===== src/rtl/imem_loader_pkg.sv =====
// imem_loader_pkg: loader FSM encoding (S_CSUM only with IMEM_LOADER_CHECKSUM_EN) and stream header length.
package imem_loader_pkg;
  localparam int HDR_LEN = 2;
  typedef enum logic [2:0] {
    S_LEN0 = 3'd0,
    S_LEN1 = 3'd1,
    S_DATA = 3'd2,
`ifdef IMEM_LOADER_CHECKSUM_EN
    S_CSUM = 3'd3,
`endif
    S_DONE = 3'd4,
    S_ERR  = 3'd5
  } state_t;
endpackage


===== src/rtl/imem_word_packer.sv =====
// imem_word_packer: shifts in 4 little-endian bytes and pulses word_done the cycle after the 4th.
module imem_word_packer (
  input  logic        clk,
  input  logic        reset,
  input  logic        en,
  input  logic [7:0]  din,
  output logic [31:0] word,
  output logic        word_done
);
  logic [1:0] cnt;
  always_ff @(posedge clk)
    if (reset) begin
      cnt       <= '0;
      word      <= '0;
      word_done <= 1'b0;
    end else begin
      word_done <= en && cnt == 2'd3;
      if (en) begin
        cnt  <= cnt + 2'd1;
        word <= {din, word[31:8]};
      end
    end
endmodule


===== src/rtl/imem_loader.sv =====
// imem_loader: byte-stream instruction-memory loader; define IMEM_LOADER_CHECKSUM_EN for a trailing XOR check byte.
module imem_loader
  import imem_loader_pkg::*;
#(
  parameter int ADDR_W = 6
) (
  input  logic              clk,
  input  logic              reset,
  input  logic              in_valid,
  input  logic [7:0]        in_data,
  output logic              in_ready,
  output logic              imem_we,
  output logic [ADDR_W-1:0] imem_addr,
  output logic [31:0]       imem_wdata,
  output logic              cpu_reset,
  output logic              done,
  output logic              error
);
  localparam int unsigned DEPTH = 1 << ADDR_W;
`ifdef IMEM_LOADER_CHECKSUM_EN
  localparam state_t S_FIN = S_CSUM;
`else
  localparam state_t S_FIN = S_DONE;
`endif
  state_t state, state_nx;
  logic [8*HDR_LEN-1:0] n, n_hdr;
  logic [ADDR_W-1:0] widx;
  logic accept, last;
  assign accept    = in_valid && in_ready;
  assign n_hdr     = {in_data, n[7:0]};
  assign last      = widx == ADDR_W'(n - 1'b1);
  assign imem_addr = widx;
  imem_word_packer u_pack (
    .clk       (clk),
    .reset     (reset),
    .en        (accept && state == S_DATA),
    .din       (in_data),
    .word      (imem_wdata),
    .word_done (imem_we)
  );
  always_ff @(posedge clk)
    if (reset) begin
      state <= S_LEN0;
      n     <= '0;
      widx  <= '0;
    end else begin
      state <= state_nx;
      if (accept && state == S_LEN0) n[7:0] <= in_data;
      if (accept && state == S_LEN1) n[15:8] <= in_data;
      if (imem_we) widx <= widx + 1'b1;
    end
`ifdef IMEM_LOADER_CHECKSUM_EN
  logic [7:0] csum;
  always_ff @(posedge clk)
    if (reset) csum <= '0;
    else if (accept && state == S_DATA) csum <= csum ^ in_data;
`endif
  always_comb begin
    state_nx = state;
    case (state)
      S_LEN0: if (accept) state_nx = S_LEN1;
      S_LEN1: if (accept) state_nx = n_hdr == '0 ? S_FIN : 32'(n_hdr) > DEPTH ? S_ERR : S_DATA;
      S_DATA: if (imem_we && last) state_nx = S_FIN;
`ifdef IMEM_LOADER_CHECKSUM_EN
      S_CSUM: if (accept) state_nx = in_data == csum ? S_DONE : S_ERR;
`endif
      default: ;
    endcase
  end
  // Ready drops during the final strobe so a following byte is never swallowed as payload.
  always_comb begin
    in_ready  = state != S_DONE && state != S_ERR && !(state == S_DATA && imem_we && last);
    done      = state == S_DONE;
    error     = state == S_ERR;
    cpu_reset = state != S_DONE;
  end
endmodule


===== config.mk =====
export PLATFORM = sky130hd
export DESIGN_NAME = imem_loader
export DESIGN_NICKNAME = d
export VERILOG_FILES = /design/src/rtl/imem_loader_pkg.sv /design/src/rtl/imem_word_packer.sv /design/src/rtl/imem_loader.sv
export SDC_FILE = /design/constraint.sdc
export NUM_CORES = 1
export LEC_CHECK = 0
export CAP_MARGIN = 15
export CORE_MARGIN = 8
export CORE_UTILIZATION = 30
export CTS_BUF_LIST = sky130_fd_sc_hd__clkbuf_8
export DETAILED_ROUTE_END_ITERATION = 8
export DONT_BUFFER_PORTS = 1
export SYNTH_ARGS = -nofsm -noshare
export SYNTH_HDL_FRONTEND = slang
export SYNTH_SLANG_ARGS = --single-unit

===== constraint.sdc =====
create_clock -name clk -period 3 [get_ports clk]
set_input_delay 0.75 -clock clk [delete_from_list [all_inputs] [get_ports clk]]
set_output_delay 0.75 -clock clk [all_outputs]
set_load 0.005 [all_outputs]

==> impl_results.md <==
* Status: completed
* Bufs on Longest Clock Path at 2
* Dpl cells at between 300 and 400
* Mapped Area at around 2400 µm²
* IO Port Bufs at 0
* Routed length per instance at 15.3 µm
* Largest cells by area after synthesis: dfxtp_1, mux2i_1, nand2b_1, nand2_1, a21oi_1
* #FFs+latches synth at 52
* Setup TNS at 0 ns
* RR Startpoint: n[2]$_SDFFE_PP0P_
* Dpl hpwl at between 3000 and 4000 µm
* Die W at 105 µm
* Asr flop ratio synth at 0
* Hold violation count in the final report at 0
* Final Net Count at 260
* Unique cell type count in the Yosys netlist at 39
* Pre-CTS setup slack at 0.350 ns
* Avg Cell Area, Syn at 9.67 µm²
* Max frequency at ~350 MHz
* DRT Wirelength at 5340 µm
* CTS Buf Count at 5
* Clock Skew at between 0.009 and 0.01 ns
* Pwr Density at 475 nW/µm²
* Cells after Synth at 247
* Cts hold-fix bufs at 0
* Critical path class: reg -> out
* Final Cell Area at 2570 µm²
* Critical path capture point: in_ready
* Placer Congestion at 0.724
* Vias in the first global route at 1610
* Kind of end point of the critical path: output pin
* Min Tclk post-route at about 2.9 ns
* Worst EP arrival at 2.13 ns
* Ports at 54
* Worst slew pin tran at 0.741 ns
* Clock Latency Late Sink at 0.31 ns
* Die area at 11100 µm²
* Ant diodes at 0
* Fin crit share at 0.959
* CTS tree: done
* Reg2Reg Depth at 7
* Reg2reg setup slack at 0.31 ns
* Max-Cap Viols at 0
* First-pass GRT wire length at 8600 µm
* Initial antenna violation count at 0
* Top FF cell, synth: dfxtp_1
* Maximum vdd drop at 0.197 mV
* Static Leak at 0.000904 µW
* Final Util at 0.332
* DRT antenna net count at 0
* Final Slew Violations at 0
* Syn Nets at 261
* Final setup fails at 0
* # rows at 32
* Core box area at 7730 µm²
* Synth warnings at 0
* Iteration-0 DRC count of the detailed router at 106
* RSZ-0062 raised after global routing: no
* Global-route usage over all layers at 0.0965
* Cell taking the most area after synthesis: dfxtp_1
* Slew HR at 0.505
* Remaining Overflow, GRT at 0
* Fraction of layout cells with a size suffix above 1 at 0.0891
* TritonRoute pass-1 iters at 4
* RR Endpoint: u_pack.word[7]$_SDFFE_PP0P_
* Clock slew at reported path FFs at roughly 0.10 ns
* HP Class: reg -> reg
* H-tree levels at 2
* Via density at approximately 4.7
* Post-route non-filler standard cell count at around 350
* Sequential share of the synthesized area at 0.436
* CP Max Fanout at 7
* Final worst slack at 0.123 ns
* DRC at 0
* EDFF count, synth at 0
* Vias at 1635
* Area of placed instances at 2460 µm²
* Clk sinks at 52
* Critical Path Start: n[2]$_SDFFE_PP0P_
* Layout area overhead at 7.54%
* Startpoint class of the critical path: register
* Post-synth top area share at 0.436
* Root buffer cell: clkbuf_8
* Starting density of the core at 0.309
* Required time worst endpoint at between 2 and 2.5 ns
* Chip height at 105 µm
* Largest net degree at the start of global routing at 65
## report_power, final
part           total (µW)  internal [µW]  switching [µW]
Sequential            709            699            9.29
Clock                 419            170             249
Combinational        92.1           45.0            47.1
Total                1220            915             306
## layout by cell type (no fill, tap or decap), types with 4 or more instances in the layout
cell and count:
inv_1 6, nor2_1 10, xnor2_1 5, nand2b_1 44
mux2i_1 34, nand2_1 23, xor2_1 5, clkbuf_8 5
nor3_1 4, nand4_1 4, dfxtp_1 51, buf_4 5
a21oi_1 13
## logic make-up (layout without fill, tap and decap cells)
| family | count (synthesis) | after routing | synth area share |
|---|---|---|---|
| compound gates | 26 | 26 | 0.0765 |
| fa+ha+maj | 3 | 3 | 0.0157 |
| mux | 36 | 36 | 0.153 |
| buf+inv | 19 | 19 | 0.0482 |
| xor+xnor | 10 | 10 | 0.0367 |
| flops | 52 | 52 | 0.436 |
| simple gates | 101 | 101 | 0.234 |
## cell usage after synthesis, types with 2 or more instances
cell type  instances
mux2i_1           34
a21oi_1           14
nor2_1            10
or3_1              3
o31ai_1            3
nor2b_1            2
dfxtp_1           52
clkbuf_1           8
buf_12             2
nand2b_1          44
nand2_1           23
nor3b_1            3
o21ai_0            2
xnor2_1            5
ha_1               3
inv_1              6
xor2_1             5
nor3_1             4
nand4_1            4
## flip-flops by register name, indices dropped and copies added, names as in the netlist
name	flops
imem_addr	6
u_pack.word_done	1
u_pack.word	32
n	8
state	3
u_pack.cnt	2
## through the flow
| step | power (µW) | hold slack [ns] |
|---|---|---|
| 6_report | 1220 | 0.470 |
| 5_1_grt | 1280 | 0.475 |
| 4_1_cts | 1240 | 0.476 |
| 3_5_place_dp | 816 | 0.460 |
| 3_3_place_gp | 815 | 0.454 |
| 2_1_floorplan | 805 | 0.441 |
## what timing repair did
action                     CTS  global route
resized for setup            0             2
pin swaps                    1             1
buffers inserted             0             1
setup endpoints to repair    1             1
## metal layers
metal	track usage	part of all wire	up-vias
met5	0	0	-
met2	0.157	0.48	34
li1	-	-	830
met1	0.106	0.42	765
met3	0.0475	0.091	6
met4	0.0367	0.015	0
## layout make-up
class | instances | area (µm²)
clock buffers | 5 | 68.8
clock inverters | 3 | 26.3
fillers | 802 | 5160
inverters | 6 | 22.5
multi-input cells | 176 | 1240
flip-flops and latches | 52 | 1040
well taps | 102 | 128
repair buffers | 5 | 37.5
## how the worst min path moves through the flow
stage          slack, ns  cells past startpoint         startpoint           endpoint
6_report            0.47                      2  n[7]$_SDFFE_PP0P_  n[7]$_SDFFE_PP0P_
5_1_grt             0.48                      1              reset  n[7]$_SDFFE_PP0P_
4_1_cts             0.48                      2  n[7]$_SDFFE_PP0P_  n[7]$_SDFFE_PP0P_
3_5_place_dp        0.46                      2  n[7]$_SDFFE_PP0P_  n[7]$_SDFFE_PP0P_
3_3_place_gp        0.45                      2  n[7]$_SDFFE_PP0P_  n[7]$_SDFFE_PP0P_
2_1_floorplan       0.44                      2  n[6]$_SDFFE_PP0P_  n[6]$_SDFFE_PP0P_
## worst max-delay path, cell delays in order, from the launching register on
cell       delay, ns
dfxtp_2         0.36
or3_4           0.40
or4_4           0.44
a2111oi_4       0.49
a21oi_2         0.12
Power figures use the tool's default switching activity.
==> RTL change 1: new RTL, same settings <==
The 5 states of `state_t` get a one-hot encoding in 5 bits.
--- a/src/rtl/imem_loader_pkg.sv
+++ b/src/rtl/imem_loader_pkg.sv
@@ -2,13 +2,13 @@
 package imem_loader_pkg;
   localparam int HDR_LEN = 2;
-  typedef enum logic [2:0] {
-    S_LEN0 = 3'd0,
-    S_LEN1 = 3'd1,
-    S_DATA = 3'd2,
+  typedef enum logic [4:0] {
+    S_LEN0 = 5'b00001,
+    S_LEN1 = 5'b00010,
+    S_DATA = 5'b00100,
 `ifdef IMEM_LOADER_CHECKSUM_EN
     S_CSUM = 3'd3,
 `endif
-    S_DONE = 3'd4,
-    S_ERR  = 3'd5
+    S_DONE = 5'b01000,
+    S_ERR  = 5'b10000
   } state_t;
 endpackage
Formal check against the unedited RTL: same outputs for any inputs over 10 cycles, from zero or initial values and one cycle with reset high; not proved beyond that.
==> RTL change 1 against the original RTL <==
- sequential share of layout area rose by 2.3 points
- clock skew fell by 0.0025 ns
- setup slack improved by 0.022 ns
- first-iteration DRC count fell by 43%
- sequential cell count rose by 2
- final area fell by 1.9%
- wire length fell by 8.3%
- area after synthesis fell by 2.0%
- global-route usage fell by 0.70 points
- count of clock-buffer cells in the layout rose by 1
- critical endpoint unchanged
- highest routed layer unchanged
Power is not compared: it rests on default switching activity, and its combinational part moved more than twofold at a synthesized area within 25%.
==> RTL change 1: results (changes against the original RTL) <==
- Vias/cell: 4.65 (-0.76%)
- GR Util met3: 5.39% (+0.64 points)
- Inst Count DP: 337 (-0.88%)
- Hpwl dp: 3650 um (-7.0%)
- Critical path's slowest cell: or4_1
- Pre-CTS setup slack: 0.445 ns (+0.0943 ns)
- Placer Congestion: 0.742 (+2.4%)
- Fill count: 797 (-0.62%)
- Leak pwr: roughly 0.88 nW
- Post-route ant nets: 0 (unchanged)
- Largest register FFs: 32 (unchanged)
- Largest Register: u_pack.word
- CTS max path bufs: 2 (unchanged)
- DR iter-0 viols: 60 (-43%)
- Post-synthesis sequential area ratio: 46.2% (+2.6 points)
- Setup crit start: n[0]
- Worst R2R Setup Slack: 0.43 ns (+0.12 ns)
- Synth unique cells: 36 (-7.7%)
- Arr. time, crit path: 2.10 ns (-0.03 ns)
- Worst-skew pair later-pin latency: 0.30 ns
- CP max stage delay: 0.55 ns (+0.06 ns)
- Total track usage: 8.95% (-0.70 points)
- Drt pass-1 iters: 4 (unchanged)
- Antenna diodes: 0 (unchanged)
- Reg2Reg Depth: 8 (+1)
- Async SR Flop Fraction: 0% (unchanged)
- Final nets: 256 (-1.5%)
- Crit share post-route: 95.2% (-0.72 points)
- Worst Skew: 0.00708 ns (-0.00247 ns)
- Largest net degree at the start of global routing: 43 (-34%)
- Worst Max-Slew Pin Slew: 0.680 ns (-0.0614 ns)
- Average size of a mapped cell: 9.59 um2 (-0.84%)
- First-pass GRT wire length: 8120 um (-5.6%)
- Status: finished, final reports clean
- Post-CTS Setup Bufs: 0 (unchanged)
- Vias: 1,604 (-1.9%)
- FF-to-FF End: u_pack.cnt[1]
- Final wirelength: 4900 um (-8.3%)
- Met2 usage: 13.2% (-2.5 points)
- Met1 Resource Use GR: 10.6% (+0.027 points)
- CP max FO: 5 (-2)
- Top post-synthesis cells by area: dfxtp_1, mux2i_1, nor2_1
- Post-synth top cells: dfxtp_1, nor2_1, mux2i_1
- Cts repair resizes: 0 (unchanged)
- Share of post-route cells with drive strength above 1: 6.58% (-2.3 points)
## RTL change 1: cell types whose count changed after synthesis, moves of 5 or more
cell      delta
nor2_1      +38
a21oi_1     -10
nand3_1      +5
mux2i_1      +9
nand2b_1    -42
## RTL change 1: worst min path at each step
stage / slack, ns / from / endpoint
3_5_place_dp: 0.49 / u_pack.cnt[1] / u_pack.cnt[1]
2_1_floorplan: 0.46 / n[1] / n[1]
5_1_grt: 0.49 / reset / u_pack.word[5]
3_3_place_gp: 0.48 / u_pack.cnt[1] / u_pack.cnt[1]
6_report: 0.50 / state[2] / state[2]
4_1_cts: 0.50 / reset / u_pack.word[14]
## RTL change 1: per-stage QoR
step | cell area, um2 | hold slack, ns | util [%]
after global placement | 2420 | 0.480 | 31.7
after floorplan | 2340 | 0.457 | -
after CTS | 2520 | 0.498 | 33.0
after detailed placement | 2420 | 0.487 | 31.7
after global routing | 2520 | 0.488 | 33.0
final | 2520 | 0.503 | 33.0
## RTL change 1: power by group
group	internal [W]	switching (W)
Sequential	0.000737	0.0000252
Clock	0.000190	0.000233
Combinational	0.0000854	0.000101
## RTL change 1: final cells by class
cell class,count,area share (%)
inverter,4,0.596
clock buffer,6,3.28
multi-input combinational,173,46.4
timing repair buffer,4,1.19
clock inverter,2,0.645
sequential,54,42.9
tap,102,5.06
## RTL change 1: logic make-up (layout without fill, tap and decap cells)
logic type,count (synthesis),in the layout,share of synthesized area (%)
AND/OR/NAND/NOR,97,97,18.9
flip-flops,54,54,46.2
multiplexers,43,43,18.4
AO/OA/AOI/OAI,18,18,6.20
buffers and inverters,17,16,4.17
XOR/XNOR,12,12,4.49
adder cells (fa/ha/maj),3,3,1.60
## RTL change 1: metal layers
metal	share of wire, %	wire [um]
met1	44	2150
met2	43	2080
met3	13	616
met4	0.94	46
met5	0	0
## RTL change 1: worst register-to-register path, cell delays in order, from the launching register on
cell       delay (ns)
dfxtp_1          0.36
or4_1            0.55
or3_4            0.35
a2111oi_4        0.37
buf_4            0.20
a21oi_4          0.05
buf_4            0.30
mux2i_1          0.25
nor2_1           0.05
==> RTL change 2: new RTL, same flow settings <==
Without the edit above. The option `IMEM_LOADER_CHECKSUM_EN` is turned on by a define.
--- a/src/rtl/imem_loader_pkg.sv
+++ b/src/rtl/imem_loader_pkg.sv
@@ -1,3 +1,5 @@
 // imem_loader_pkg: loader FSM encoding (S_CSUM only with IMEM_LOADER_CHECKSUM_EN) and stream header length.
+`define IMEM_LOADER_CHECKSUM_EN
+
 package imem_loader_pkg;
   localparam int HDR_LEN = 2;
Formal check against the unedited RTL: not equivalent (a bounded check fails within 4 cycles, from zero or initial values and one cycle with reset high).
==> RTL change 2 against the original RTL <==
- area after synthesis up 12%
- non-clock buffer count down 1
- critical path type unchanged
- total power up 40%
- sequential share of layout area down 0.42 points
- sequential cell count up 8
- register-to-register slack better by 0.23 ns
- wire length up 15%
- setup slack better by 0.13 ns
- count of clock-buffer cells in the layout up 4
- via count up 24%
- sequential power up 15%
- utilization up 1.2 points
- maximum frequency up 4.6%
- largest power group unchanged
- final area up 16%
==> RTL change 2: results (changes against the original RTL) <==
- Inst Count DP: 395 (+16%)
- Worst Skew: 0.0116 ns (+0.00205 ns)
- Net Count, Synth: 314 (+20%)
- Clock transition at path regs: 0.06 ns (-0.04 ns)
- Max IR drop VDD: 0.212 mV (+8.0%)
- CTS max path bufs: 2 (unchanged)
- Area share of fa/ha/maj cells after synthesis: 1.40% (-0.17 points)
- Worst-skew pair later-pin latency: 0.34 ns (+0.03 ns)
- Hpwl dp: 4590 um (+17%)
- DR iter-0 viols: 88 (-17%)
- Share of post-route cells with drive strength above 1: 9.87% (+0.96 points)
- Post-synthesis mux area share: 13.5% (-1.8 points)
- Via count of the first global-routing pass: 1,895 (+18%)
- Arr. time, crit path: 2.00 ns (-0.13 ns)
- Largest net degree at the start of global routing: 45 (-31%)
- Status: finished, final reports clean
- Top post-synthesis cells by area: dfxtp_1, mux2i_1, nand2_1
- Synth unique cells: 40 (+2.6%)
- WL/cell: 14.9 um (-2.3%)
- Total of warnings raised by yosys: 0 (unchanged)
- Total track usage: 9.78% (+0.13 points)
- Post-synthesis sequential area ratio: 44.9% (+1.3 points)
- Placed Instance Area: 0.00276 mm2 (+12%)
- CP max FO: 5 (-2)
- Non-Filler Instances: 412 (+18%)
- Antenna diodes: 0 (unchanged)
- Root buf cell: clkbuf_8
- Hold Crit Class: register to register
- Post-synth top flop: dfxtp_1
- Worst slew margin: 43.5% (-6.9 points)
- Placer Congestion: 0.791 (+9.2%)
- Largest regs: u_pack.word: 32 flops, csum: 8 flops, n: 8 flops
- Drt pass-1 iters: 4 (unchanged)
- Leak pwr: 1.17 nW (+29%)
- Post-CTS Setup Bufs: 0 (unchanged)
- Fill count: 911 (+14%)
- Number of CTS-inserted buffers: 9 (+4)
- Average size of a mapped cell: 8.93 um2 (-7.7%)
- Async SR Flop Fraction: 0% (unchanged)
- Pre-CTS setup slack: 0.573 ns (+0.223 ns)
- Post-synthesis compound-gate area fraction: 10.0% (+2.4 points)
- Cts repair resizes: 0 (unchanged)
- Reg area: 0.00120 mm2 (+15%)
- H-tree levels: 3 (+1)
- Post-synth top cells: nand2_1, dfxtp_1, mux2i_1
- Vias/cell: 4.92 (+5.1%)
- First-pass GRT wire length: 9820 um (+14%)
- Buffers added on ports: 0 (unchanged)
- Initial antenna violation count: 0 (unchanged)
- Xor and xnor area share after synthesis: 5.89% (+2.2 points)
- Remaining DRCs: 0 (unchanged)
## RTL change 2: cell types whose count changed after synthesis, sizes merged, moves of 8 or more
cell	before	now
dfxtp	52	60
nor2	10	21
nand2b	44	6
mux2i	34	26
nand2	23	63
## RTL change 2: worst paths after layout
check	from	slack, ns	cells past startpoint	end
hold reg to reg	n[7]	0.47	2	n[7]
setup reg to reg	n[0]	0.54	8	u_pack.word[1]
setup / recovery	n[0]	0.25	7	in_ready
hold / removal	n[7]	0.47	2	n[7]
## RTL change 2: cell families after synthesis
family,count (synthesis)
AOI/OAI and AO/OA,40
xor gates and xnor gates,18
adders and majority gates,3
buffers and inverters,21
DFF,60
muxes,35
and+or+nand+nor,123
## RTL change 2: per-layer routing
layer | vias to the layer above | GRT usage, % | part of all wire, %
met5 | - | 0 | 0
met1 | 949 | 10.2 | 41
met4 | 0 | 6.40 | 2.5
met3 | 13 | 3.73 | 7.2
met2 | 44 | 16.1 | 49
li1 | 1022 | - | -
## RTL change 2: layout make-up
cell class | count | share of cell area, %
clock inverter | 7 | 3.05
clock buffer | 9 | 4.14
tap | 108 | 4.52
multi-input combinational | 219 | 46.1
timing repair buffer | 4 | 1.42
inverter | 5 | 0.627
sequential | 60 | 40.2
## RTL change 2: report_power, final
group | leakage, nW | internal [W] | switching [W]
Combinational | 0.566 | 0.0000398 | 0.0000548
Clock | 0.115 | 0.000466 | 0.000327
Sequential | 0.485 | 0.000806 | 0.0000114
## RTL change 2: critical path, cell delays in order, from the launching register on
cell and delay [ns]:
dfxtp_1 0.35, inv_1 0.07, ha_1 0.19, or3b_1 0.37, nor2_1 0.10, a32o_1 0.18
nand2_1 0.09, o31a_1 0.32
